**src/rtl/ridecore_dmem_pkg.sv**
```systemverilog
// Shared types and constants for the ridecore data-memory responder.
package ridecore_dmem_pkg;

    localparam int unsigned DmemDataLen = 32;
    localparam int unsigned DmemRamAw   = 12;

    // Response register value out of reset.
    localparam logic [DmemDataLen-1:0] RespRstVal = '0;

    // Pointer width for a write buffer of the given depth.
    function automatic int unsigned wb_ptr_w(input int unsigned depth);
        return (depth > 1) ? $clog2(depth) : 1;
    endfunction

    typedef struct packed {
        logic                   valid;
        logic [DmemRamAw-1:0]   addr;
        logic [DmemDataLen-1:0] data;
    } wb_entry_t;

endpackage

```
**src/rtl/ridecore_dmem_responder_if.sv**
```systemverilog
// Core dmem request/response and backing-RAM signals of the responder.
// master: core + RAM side (drives requests and RAM read data); slave: the responder.
interface ridecore_dmem_responder_if
    import ridecore_dmem_pkg::*;
#(
    parameter int unsigned ADDR_LEN = 32,
    parameter int unsigned DATA_LEN = DmemDataLen,
    parameter int unsigned RAM_AW   = DmemRamAw,
    parameter int unsigned WB_DEPTH = 4
);
    logic [ADDR_LEN-1:0]         dmem_req_addr;
    logic [DATA_LEN-1:0]         dmem_req_data;
    logic                        dmem_req_write_en;
    logic [DATA_LEN-1:0]         dmem_resp_data;
    logic                        ram_en;
    logic                        ram_we;
    logic [RAM_AW-1:0]           ram_addr;
    logic [DATA_LEN-1:0]         ram_wdata;
    logic [DATA_LEN-1:0]         ram_rdata;
    logic [wb_ptr_w(WB_DEPTH):0] wb_count;
    logic                        wb_empty;

    modport master (
        output dmem_req_addr, dmem_req_data, dmem_req_write_en, ram_rdata,
        input  dmem_resp_data, ram_en, ram_we, ram_addr, ram_wdata, wb_count, wb_empty
    );

    modport slave (
        input  dmem_req_addr, dmem_req_data, dmem_req_write_en, ram_rdata,
        output dmem_resp_data, ram_en, ram_we, ram_addr, ram_wdata, wb_count, wb_empty
    );

endinterface

```
**src/rtl/ridecore_dmem_wbuf.sv**
```systemverilog
// Store write buffer: circular FIFO with a youngest-match lookup for forwarding.
module ridecore_dmem_wbuf
    import ridecore_dmem_pkg::*;
#(
    parameter int unsigned WB_DEPTH = 4,
    localparam int unsigned WB_PTR_W = wb_ptr_w(WB_DEPTH)
) (
    input  logic                   clk,
    input  logic                   reset_n,
    input  logic                   push_i,
    input  logic [DmemRamAw-1:0]   push_addr_i,
    input  logic [DmemDataLen-1:0] push_data_i,
    input  logic                   pop_i,
    input  logic [DmemRamAw-1:0]   lookup_addr_i,
    output logic                   hit_o,
    output logic [DmemDataLen-1:0] hit_data_o,
    output wb_entry_t              head_o,
    output logic [WB_PTR_W:0]      count_o
);
    localparam int unsigned CntW = WB_PTR_W + 1;

    wb_entry_t           entries_q [WB_DEPTH];
    logic [WB_PTR_W-1:0] head_q, tail_q, idx;
    logic [CntW-1:0]     count_q, count_d;

    // Occupancy: a simultaneous push and pop leaves it unchanged.
    always_comb begin
        count_d = count_q;
        if (push_i && !pop_i) begin
            count_d = count_q + CntW'(1);
        end else if (pop_i && !push_i) begin
            count_d = count_q - CntW'(1);
        end
    end

    // FIFO state; a push into the slot just popped (full buffer) wins over the clear.
    always_ff @(posedge clk or negedge reset_n) begin
        if (!reset_n) begin
            head_q  <= '0;
            tail_q  <= '0;
            count_q <= '0;
            for (int i = 0; i < WB_DEPTH; i++) begin
                entries_q[i] <= '0;
            end
        end else begin
            if (pop_i) begin
                entries_q[head_q].valid <= 1'b0;
                head_q                  <= head_q + WB_PTR_W'(1);
            end
            if (push_i) begin
                entries_q[tail_q] <= '{valid: 1'b1, addr: push_addr_i, data: push_data_i};
                tail_q            <= tail_q + WB_PTR_W'(1);
            end
            count_q <= count_d;
        end
    end

    // Walk entries oldest to youngest so the last match found is the youngest.
    always_comb begin
        hit_o      = 1'b0;
        hit_data_o = '0;
        idx        = head_q;
        for (int i = 0; i < WB_DEPTH; i++) begin
            idx = head_q + WB_PTR_W'(i);
            if (entries_q[idx].valid && (entries_q[idx].addr == lookup_addr_i)) begin
                hit_o      = 1'b1;
                hit_data_o = entries_q[idx].data;
            end
        end
    end

    assign head_o  = entries_q[head_q];
    assign count_o = count_q;

endmodule

```
**src/rtl/ridecore_dmem_responder.sv**
```systemverilog
// Data-memory responder between the core dmem port and a one-cycle single-port RAM.
// RIDECORE_DMEM_WBUF_EN: when defined, stores go through a write buffer with
// store-to-load forwarding and drain on store cycles; otherwise stores write through.
module ridecore_dmem_responder
    import ridecore_dmem_pkg::*;
#(
    parameter int unsigned ADDR_LEN = 32,
    parameter int unsigned DATA_LEN = DmemDataLen,
    parameter int unsigned RAM_AW   = DmemRamAw,
    parameter int unsigned WB_DEPTH = 4
) (
    input logic                     clk,
    input logic                     reset_n,
    ridecore_dmem_responder_if.slave bus
);
    localparam int unsigned WB_PTR_W = wb_ptr_w(WB_DEPTH);

    logic [ADDR_LEN-1:0] req_addr;
    logic [RAM_AW-1:0]   req_word;
    logic                is_load;
    logic                unused_addr;
    logic                wb_hit;
    logic [DATA_LEN-1:0] wb_hit_data;

    assign req_addr    = bus.dmem_req_addr;
    assign req_word    = req_addr[RAM_AW+1:2];
    assign unused_addr = ^{req_addr[ADDR_LEN-1:RAM_AW+2], req_addr[1:0]};
    assign is_load     = ~bus.dmem_req_write_en;

`ifdef RIDECORE_DMEM_WBUF_EN
    logic                push, pop;
    wb_entry_t           wb_head;
    logic [WB_PTR_W:0]   wb_cnt;
    logic                unused_head_valid;

    assign unused_head_valid = wb_head.valid;

    ridecore_dmem_wbuf #(
        .WB_DEPTH (WB_DEPTH)
    ) u_wbuf (
        .clk           (clk),
        .reset_n       (reset_n),
        .push_i        (push),
        .push_addr_i   (req_word),
        .push_data_i   (bus.dmem_req_data),
        .pop_i         (pop),
        .lookup_addr_i (req_word),
        .hit_o         (wb_hit),
        .hit_data_o    (wb_hit_data),
        .head_o        (wb_head),
        .count_o       (wb_cnt)
    );

    assign bus.wb_count = wb_cnt;
    assign bus.wb_empty = (wb_cnt == '0);

    // Port arbitration: loads own the RAM; stores push and drain the head if one exists.
    always_comb begin
        push          = 1'b0;
        pop           = 1'b0;
        bus.ram_en    = 1'b0;
        bus.ram_we    = 1'b0;
        bus.ram_addr  = req_word;
        bus.ram_wdata = bus.dmem_req_data;
        if (is_load) begin
            bus.ram_en = 1'b1;
        end else begin
            push = 1'b1;
            if (wb_cnt != '0) begin
                pop           = 1'b1;
                bus.ram_en    = 1'b1;
                bus.ram_we    = 1'b1;
                bus.ram_addr  = wb_head.addr;
                bus.ram_wdata = wb_head.data;
            end
        end
        // Reset kills any in-flight access immediately, not at the next edge.
        if (!reset_n) begin
            push       = 1'b0;
            pop        = 1'b0;
            bus.ram_en = 1'b0;
            bus.ram_we = 1'b0;
        end
    end
`else
    assign wb_hit       = 1'b0;
    assign wb_hit_data  = '0;
    assign bus.wb_count = '0;
    assign bus.wb_empty = 1'b1;

    // Write-through: every request uses the RAM port in its own cycle.
    always_comb begin
        bus.ram_en    = reset_n;
        bus.ram_we    = reset_n & ~is_load;
        bus.ram_addr  = req_word;
        bus.ram_wdata = bus.dmem_req_data;
    end
`endif

    logic                load_q, fwd_hit_q;
    logic [DATA_LEN-1:0] fwd_data_q, hold_q, resp;

    // RAM data arrives after the edge, so the response muxes it in behind the registers.
    assign resp = !load_q    ? hold_q     :
                  fwd_hit_q  ? fwd_data_q : bus.ram_rdata;
    assign bus.dmem_resp_data = resp;

    // Response pipeline: remember load/forward outcome and hold the last value.
    always_ff @(posedge clk or negedge reset_n) begin
        if (!reset_n) begin
            load_q     <= 1'b0;
            fwd_hit_q  <= 1'b0;
            fwd_data_q <= RespRstVal;
            hold_q     <= RespRstVal;
        end else begin
            load_q     <= is_load;
            fwd_hit_q  <= is_load & wb_hit;
            fwd_data_q <= wb_hit_data;
            hold_q     <= resp;
        end
    end

endmodule
```
**src/flat_wrapper.sv**
```systemverilog
// flat-port wrapper written by rule: the top's interface ports become plain ports
module ridecore_dmem_responder_flat import ridecore_dmem_pkg::*;
#(
    parameter int unsigned ADDR_LEN = 32,
    parameter int unsigned DATA_LEN = DmemDataLen,
    parameter int unsigned RAM_AW   = DmemRamAw,
    parameter int unsigned WB_DEPTH = 4
)
  (clk, reset_n, bus_dmem_req_addr, bus_dmem_req_data, bus_dmem_req_write_en, bus_ram_rdata, bus_dmem_resp_data, bus_ram_en, bus_ram_we, bus_ram_addr, bus_ram_wdata, bus_wb_count, bus_wb_empty);
  ridecore_dmem_responder_if #(.ADDR_LEN(ADDR_LEN), .DATA_LEN(DATA_LEN), .RAM_AW(RAM_AW), .WB_DEPTH(WB_DEPTH)) bus_i ();
  input logic clk;
  input logic reset_n;
  input wire logic [$bits(bus_i.dmem_req_addr)-1:0] bus_dmem_req_addr;
  input wire logic [$bits(bus_i.dmem_req_data)-1:0] bus_dmem_req_data;
  input wire logic [$bits(bus_i.dmem_req_write_en)-1:0] bus_dmem_req_write_en;
  input wire logic [$bits(bus_i.ram_rdata)-1:0] bus_ram_rdata;
  output wire logic [$bits(bus_i.dmem_resp_data)-1:0] bus_dmem_resp_data;
  output wire logic [$bits(bus_i.ram_en)-1:0] bus_ram_en;
  output wire logic [$bits(bus_i.ram_we)-1:0] bus_ram_we;
  output wire logic [$bits(bus_i.ram_addr)-1:0] bus_ram_addr;
  output wire logic [$bits(bus_i.ram_wdata)-1:0] bus_ram_wdata;
  output wire logic [$bits(bus_i.wb_count)-1:0] bus_wb_count;
  output wire logic [$bits(bus_i.wb_empty)-1:0] bus_wb_empty;
  assign bus_i.dmem_req_addr = bus_dmem_req_addr;
  assign bus_i.dmem_req_data = bus_dmem_req_data;
  assign bus_i.dmem_req_write_en = bus_dmem_req_write_en;
  assign bus_i.ram_rdata = bus_ram_rdata;
  assign bus_dmem_resp_data = bus_i.dmem_resp_data;
  assign bus_ram_en = bus_i.ram_en;
  assign bus_ram_we = bus_i.ram_we;
  assign bus_ram_addr = bus_i.ram_addr;
  assign bus_ram_wdata = bus_i.ram_wdata;
  assign bus_wb_count = bus_i.wb_count;
  assign bus_wb_empty = bus_i.wb_empty;
  ridecore_dmem_responder #(.ADDR_LEN(ADDR_LEN), .DATA_LEN(DATA_LEN), .RAM_AW(RAM_AW), .WB_DEPTH(WB_DEPTH)) u_core (.clk(clk), .reset_n(reset_n), .bus(bus_i));
endmodule
```
**config.mk**
```make
export PLATFORM = sky130hd
export DESIGN_NAME = ridecore_dmem_responder_flat
export DESIGN_NICKNAME = d
export VERILOG_FILES = /design/src/rtl/ridecore_dmem_pkg.sv /design/src/rtl/ridecore_dmem_responder_if.sv /design/src/rtl/ridecore_dmem_wbuf.sv /design/src/rtl/ridecore_dmem_responder.sv /design/src/flat_wrapper.sv
export SDC_FILE = /design/constraint.sdc
export NUM_CORES = 1
export LEC_CHECK = 0
export CAP_MARGIN = 10
export CORE_MARGIN = 4
export CORE_UTILIZATION = 31
export CTS_CLUSTER_SIZE = 12
export DETAILED_ROUTE_END_ITERATION = 10
export PLACE_DENSITY_LB_ADDON = 0.15
export SLEW_MARGIN = 20
export SYNTH_ARGS = -nofsm -noshare
export SYNTH_HDL_FRONTEND = slang
export SYNTH_SLANG_ARGS = --single-unit
```
**constraint.sdc**
```tcl
create_clock -name clk -period 2.2 [get_ports clk]
set_clock_uncertainty 0.2 [all_clocks]
set_input_delay 0.33 -clock clk [delete_from_list [all_inputs] [get_ports clk]]
set_output_delay 0.33 -clock clk [all_outputs]
set_load 0.01 [all_outputs]
```
==> impl_metrics.env, run 1 <==
export IMPL_run_status="complete, no violations"
export IMPL_crit_path_max_incr_delay_ps=410
export IMPL_cp_startpoint="u_core.load_q"
export IMPL_gr_total_overflow=0
export IMPL_antenna_found_initial=0
export IMPL_synth_cells=122
export IMPL_initial_core_util=0.319
export IMPL_fin_nets=250
export IMPL_cts_clk_slew_worst_paths_ps=70
export IMPL_switchingPower_uw=357
export IMPL_crit_arrival_ps=1520
export IMPL_synth_top_cell_area_share=0.470
export IMPL_numCtsBuffers=5
export IMPL_grt_pass1_vias=1104
export IMPL_synth_cell_type_count=9
export IMPL_diodes=0
export IMPL_synth_top_family_by_area="multiplexers"
export IMPL_reg2regPathDepth=2
export IMPL_syn_area_um2=1760
export IMPL_yosysWarningCount=0
export IMPL_mostFrequentLayoutCells="clkdlybuf4s50_1, dlygate4sd2_1, dfrtp_1"
export IMPL_die_w_um=83.3
export IMPL_timing_reg2reg_setup_slack_ps=930
export IMPL_cts_max_path_buffers=2
export IMPL_wl_met2_mm=1.42
export IMPL_rsz0062_at_grt="false"
export IMPL_io_pins=181
export IMPL_synthXorXnorAreaFrac=0
export IMPL_total_leakage_power_nw=1.06
export IMPL_crit_required_ps=1670
export IMPL_hold_worst_slack_ps=290
export IMPL_dp_hpwl_mm=2.45
export IMPL_fin_crit_sh=0.930
export IMPL_pwr_share_seq=0.452
export IMPL_synth_area_per_cell_um2=14.4
export IMPL_top_layer_used="met4"
export IMPL_cp_max_fo=15
export IMPL_drv_cap=0
export IMPL_grt_max_degree=25
export IMPL_p_clk_frac=0.328
export IMPL_clk_latency_ps=280
export IMPL_nFillCells=535
export IMPL_hold_end="u_core.hold_q[9]"
export IMPL_postRouteAntennaNets=0
export IMPL_cts_root_buffer="clkbuf_8"
export IMPL_wl_per_cell_um=15.2
export IMPL_internal_power_mw=1.15
export IMPL_grt_use_total=0.102
export IMPL_cp_buffers_inverters=2
export IMPL_dieArea_um2=6930
export IMPL_syn_to_final_growth_pct=26.4
export IMPL_dieHeight_um=83.3
export IMPL_totalWireLength_mm=3.40
export IMPL_holdCritStartpoint="u_core.hold_q[9]"
export IMPL_setup_viol=0
export IMPL_first_pass_iters=3
export IMPL_routed_via_density=4.12
export IMPL_path_class="reg -> out"
export IMPL_p_sw_frac=0.236
export IMPL_path_cells="buf_12 > mux2_2 > dlygate4sd2_1"
export IMPL_peakVddDrop_v=0.000335
export IMPL_min_delay_path_depth=1
export IMPL_clock_sinks=33
export IMPL_cellPowerDensity_nw_per_um2=681
export IMPL_tns_ps=0
export IMPL_hold_viol_final=0
export IMPL_drc=0
export IMPL_synth_mux_area_frac=0.269
export IMPL_yosysTopAreaCell="dfrtp_1"
export IMPL_fin_crit_ps=2050
export IMPL_worst_setup_path_end_kind="output pin"
export IMPL_fmax_ghz=0.489
export IMPL_crit_family="buffers and inverters"
export IMPL_p_comb_frac=0.220
export IMPL_gp_congestion=0.721
export IMPL_ys_seq_area_frac=0.470
export IMPL_drt_met1_wl_mm=1.43
export IMPL_row_count=27
export IMPL_final_common_cell="clkdlybuf4s50_1"
export IMPL_min_path_type="reg -> reg"
export IMPL_cts_htree_levels=2
export IMPL_regArea_um2=827
export IMPL_drt_initial_drc_count=24
export IMPL_synth_simple_gate_area_frac=0.00356
export IMPL_core_um2=5510
export IMPL_r2r_end="u_core.hold_q[30]"
export IMPL_port_buffers=68
export IMPL_drive_above_1_share=0.296
export IMPL_synth_fa_ha_area_frac=0
export IMPL_total_power_mw=1.51
export IMPL_netlist_top_cells_area="dfrtp_1, mux2_4, buf_4"
export IMPL_vias=922
export IMPL_r2r_start="u_core.load_q"
export IMPL_cts_tree="built"
export IMPL_synth_compound_area_frac=0
export IMPL_wl_met3_um=439
export IMPL_grt_pass1_wl_mm=5.49
export IMPL_start_kind="register"
export IMPL_post_cts_setup_buffers=0
export IMPL_multi_input_area_um2=494
export IMPL_drv_slew=0
export IMPL_critPathSlowestCell="dfrtp_2"
export IMPL_synth_seq_cells=33
-- cell families after synthesis --
logic type | count (synthesis)
buf+inv | 54
flops | 33
mux | 32
other cells | 2
simple gates | 1
-- area by class of cell --
type	instances	share of cell area
clock buffers	7	0.0434
flip-flops and latches	33	0.373
multi-input cells	37	0.223
inverters	1	0.00169
clock inverters	1	0.00225
well taps	72	0.0406
repair buffers	73	0.317
-- synthesized netlist by cell type --
cell / n
mux2_2: 2
buf_12: 3
mux2_4: 30
inv_1: 1
and2_1: 1
buf_6: 1
conb_1: 2
dfrtp_1: 33
buf_4: 49
-- worst max path at each step --
stage	to	slack (ps)	cells after the start
finish	bus_dmem_resp_data[30]	150	3
CTS	bus_dmem_resp_data[30]	130	3
global route	bus_dmem_resp_data[30]	100	3
global placement	bus_dmem_resp_data[0]	160	3
detailed placement	bus_dmem_resp_data[7]	150	3
floorplan	bus_dmem_resp_data[0]	730	3
-- timing repair --
item                       4_1_cts  5_1_grt
setup endpoints to repair       32        0
hold endpoints to repair         9        0
hold buffers                     2        0
gates resized for setup         35        0
-- stage by stage --
stage	cell area [um2]	worst slack, ps	cells	utilization
global placement	2130	157	214	0.386
CTS	2220	130	224	0.403
finish	2220	155	224	0.403
global route	2220	102	224	0.403
floorplan	1760	731	124	-
detailed placement	2130	146	214	0.386
-- power groups by stage --
stage / clock network (mW) / registers [mW] / logic, mW
floorplan: 0 / 0.688 / 0.265
global placement: 0 / 0.693 / 0.372
detailed placement: 0 / 0.694 / 0.376
CTS: 0.527 / 0.684 / 0.340
global route: 0.552 / 0.689 / 0.359
finish: 0.496 / 0.683 / 0.332
-- registers in the layout, indices dropped and copies added (netlist names) --
register       count
u_core.hold_q     32
u_core.load_q      1
-- metal layers --
layer | track usage | vias up
li1 | - | 395
met1 | 0.118 | 434
met2 | 0.138 | 75
met3 | 0.0625 | 18
met4 | 0.0684 | 0
met5 | 0 | -
No activity file was read; power rests on OpenSTA's default activity.
==> run 2: changes to the inputs <==
--- a/config.mk
+++ b/config.mk
@@ -5,6 +5,7 @@
 export SDC_FILE = /design/constraint.sdc
 export NUM_CORES = 1
 export LEC_CHECK = 0
+export ABC_CLOCK_PERIOD_IN_PS = 2200
 export CAP_MARGIN = 10
 export CORE_MARGIN = 4
 export CORE_UTILIZATION = 31
==> results of run 2 <==
Same layout as run 1: the final DEF is identical, and so are final timing and power.
==> run 3: changes to the inputs <==
--- a/config.mk
+++ b/config.mk
@@ -6,12 +6,12 @@
 export NUM_CORES = 1
 export LEC_CHECK = 0
 export ABC_CLOCK_PERIOD_IN_PS = 2200
-export CAP_MARGIN = 10
 export CORE_MARGIN = 4
 export CORE_UTILIZATION = 31
 export CTS_CLUSTER_SIZE = 12
 export DETAILED_ROUTE_END_ITERATION = 10
 export PLACE_DENSITY_LB_ADDON = 0.15
+export SKIP_LAST_GASP = 1
 export SLEW_MARGIN = 20
 export SYNTH_ARGS = -nofsm -noshare
 export SYNTH_HDL_FRONTEND = slang
==> run 3 against run 2 <==
Net effect:
- global-route usage unchanged
- cell area increased by 4.1%
- sequential power barely moved
- clock-buffer cell count did not move
- sequential cell count unchanged
- critical path depth increased by 1
- final cell count is 4.0% higher
==> impl_metrics.env, run 3 (synthesized netlist as in run 1, its figures left out) <==
export IMPL_vias=959
export IMPL_grt_pass1_wl_mm=5.49
export IMPL_grt_pass1_vias=1104
export IMPL_wl_met2_mm=1.47
export IMPL_mostFrequentLayoutCells="clkdlybuf4s50_1, dfrtp_1, mux2_4"
export IMPL_wl_met3_um=452
export IMPL_first_pass_iters=3
export IMPL_core_um2=5510
export IMPL_largest_reg_flops=32
export IMPL_cp_num_cells=4
export IMPL_reg2regPathDepth=3
export IMPL_top_layer_used="met4"
export IMPL_fin_crit_sh=0.980
export IMPL_grt_max_degree=25
export IMPL_final_cells=233
export IMPL_row_count=27
export IMPL_numCtsBuffers=5
export IMPL_grt_use_total=0.102
export IMPL_drv_cap=0
export IMPL_die_w_um=83.3
export IMPL_gp_congestion=0.721
export IMPL_cts_root_buffer="clkbuf_8"
export IMPL_place_inst=214
export IMPL_crit_arrival_ps=1630
export IMPL_cts_tree="built"
export IMPL_start_kind="register"
export IMPL_reg_top3="u_core.hold_q: 32 flops, u_core.load_q: 1 flops"
export IMPL_postRouteAntennaNets=0
export IMPL_drc=0
export IMPL_fin_nets=259
export IMPL_routed_via_density=4.12
export IMPL_dieArea_um2=6930
export IMPL_hold_viol_final=0
export IMPL_crit_path_max_incr_delay_ps=440
export IMPL_crit_family="buffers and inverters"
export IMPL_setup_viol=0
export IMPL_cts_htree_levels=2
export IMPL_drt_initial_drc_count=26
export IMPL_crit_required_ps=1670
export IMPL_wl_per_cell_um=14.9
export IMPL_io_pins=181
export IMPL_peakVddDrop_v=0.000326
export IMPL_diodes=0
export IMPL_drive_above_1_share=0.335
export IMPL_cp_buffers_inverters=3
export IMPL_final_common_cell="clkdlybuf4s50_1"
export IMPL_cellPowerDensity_nw_per_um2=661
export IMPL_min_delay_path_depth=1
export IMPL_path_cells="buf_12 > buf_4 > mux2_4 > dlygate4sd2_1"
export IMPL_cts_clk_slew_worst_paths_ps=60
export IMPL_regArea_um2=827
export IMPL_critPathSlowestCell="dfrtp_2"
export IMPL_clock_sinks=33
export IMPL_largest_register="u_core.hold_q"
export IMPL_dp_hpwl_mm=2.45
export IMPL_fmax_ghz=0.464
export IMPL_hold_worst_slack_ps=290
export IMPL_multi_input_area_um2=494
export IMPL_cp_max_fo=8
export IMPL_totalWireLength_mm=3.48
export IMPL_total_leakage_power_nw=1.13
export IMPL_run_status="complete, no violations"
export IMPL_drt_met1_wl_mm=1.44
export IMPL_rsz0062_at_grt="true"
export IMPL_fin_crit_ps=2160
export IMPL_initial_core_util=0.319
export IMPL_dieHeight_um=83.3
export IMPL_antenna_found_initial=0
export IMPL_drv_slew=0
export IMPL_worst_setup_path_end_kind="output pin"
export IMPL_gr_total_overflow=0
export IMPL_path_class="reg -> out"
export IMPL_min_path_type="reg -> reg"
export IMPL_cts_max_path_buffers=2
export IMPL_clk_latency_ps=280
export IMPL_port_buffers=68
export IMPL_syn_to_final_growth_pct=31.6
export IMPL_nFillCells=529
## run 3: final cells by class
class / count / area share
tap: 72 / 0.0390
inverter: 1 / 0.00162
clock inverter: 1 / 0.00217
multi-input combinational: 37 / 0.214
sequential: 33 / 0.358
clock buffer: 7 / 0.0417
timing repair buffer: 82 / 0.344
## run 3: where the power goes
| group | total (mW) | internal [mW] | switching [mW] | leakage [nW] |
|---|---|---|---|---|
| clock network | 0.494 | 0.283 | 0.211 | 0.0542 |
| registers | 0.684 | 0.666 | 0.0175 | 0.385 |
| logic | 0.350 | 0.221 | 0.129 | 0.689 |
## run 3: worst paths after layout
path                            slack (ps)        startpoint                      to
worst max register to register         820     u_core.load_q        u_core.hold_q[5]
min in group asynchronous              420           reset_n       u_core.hold_q[29]
worst max-delay path                    40     u_core.load_q  bus_dmem_resp_data[24]
worst min-delay path                   290  u_core.hold_q[9]        u_core.hold_q[9]
worst min register to register         290  u_core.hold_q[9]        u_core.hold_q[9]
max in group asynchronous             1070           reset_n           u_core.load_q
## run 3: per-layer routing
metal | track usage | up-vias
met5 | 0 | -
met4 | 0.0684 | 0
met3 | 0.0625 | 18
met2 | 0.138 | 75
met1 | 0.118 | 451
li1 | - | 415
## run 3: what timing repair did
action | 4_1_cts | 5_1_grt
hold buffers | 2 | 0
resized for setup | 32 | 3
endpoints found under the hold margin | 9 | 0
buffers inserted | 0 | 9
cloned | 0 | 0
endpoints found under the setup margin | 32 | 3
## run 3: per-stage QoR
stage | utilization | TNS (ps) | worst slack [ps] | power [mW] | instance area (um2)
final | 0.420 | 0 | 44.8 | 1.53 | 2310
after global routing | 0.420 | -2.30 | -2.30 | 1.62 | 2310
after CTS | 0.404 | -176 | -68.6 | 1.56 | 2220
after detailed placement | 0.386 | 0 | 146 | 1.07 | 2130
after global placement | 0.386 | 0 | 157 | 1.06 | 2130
after floorplan | - | 0 | 731 | 0.953 | 1760
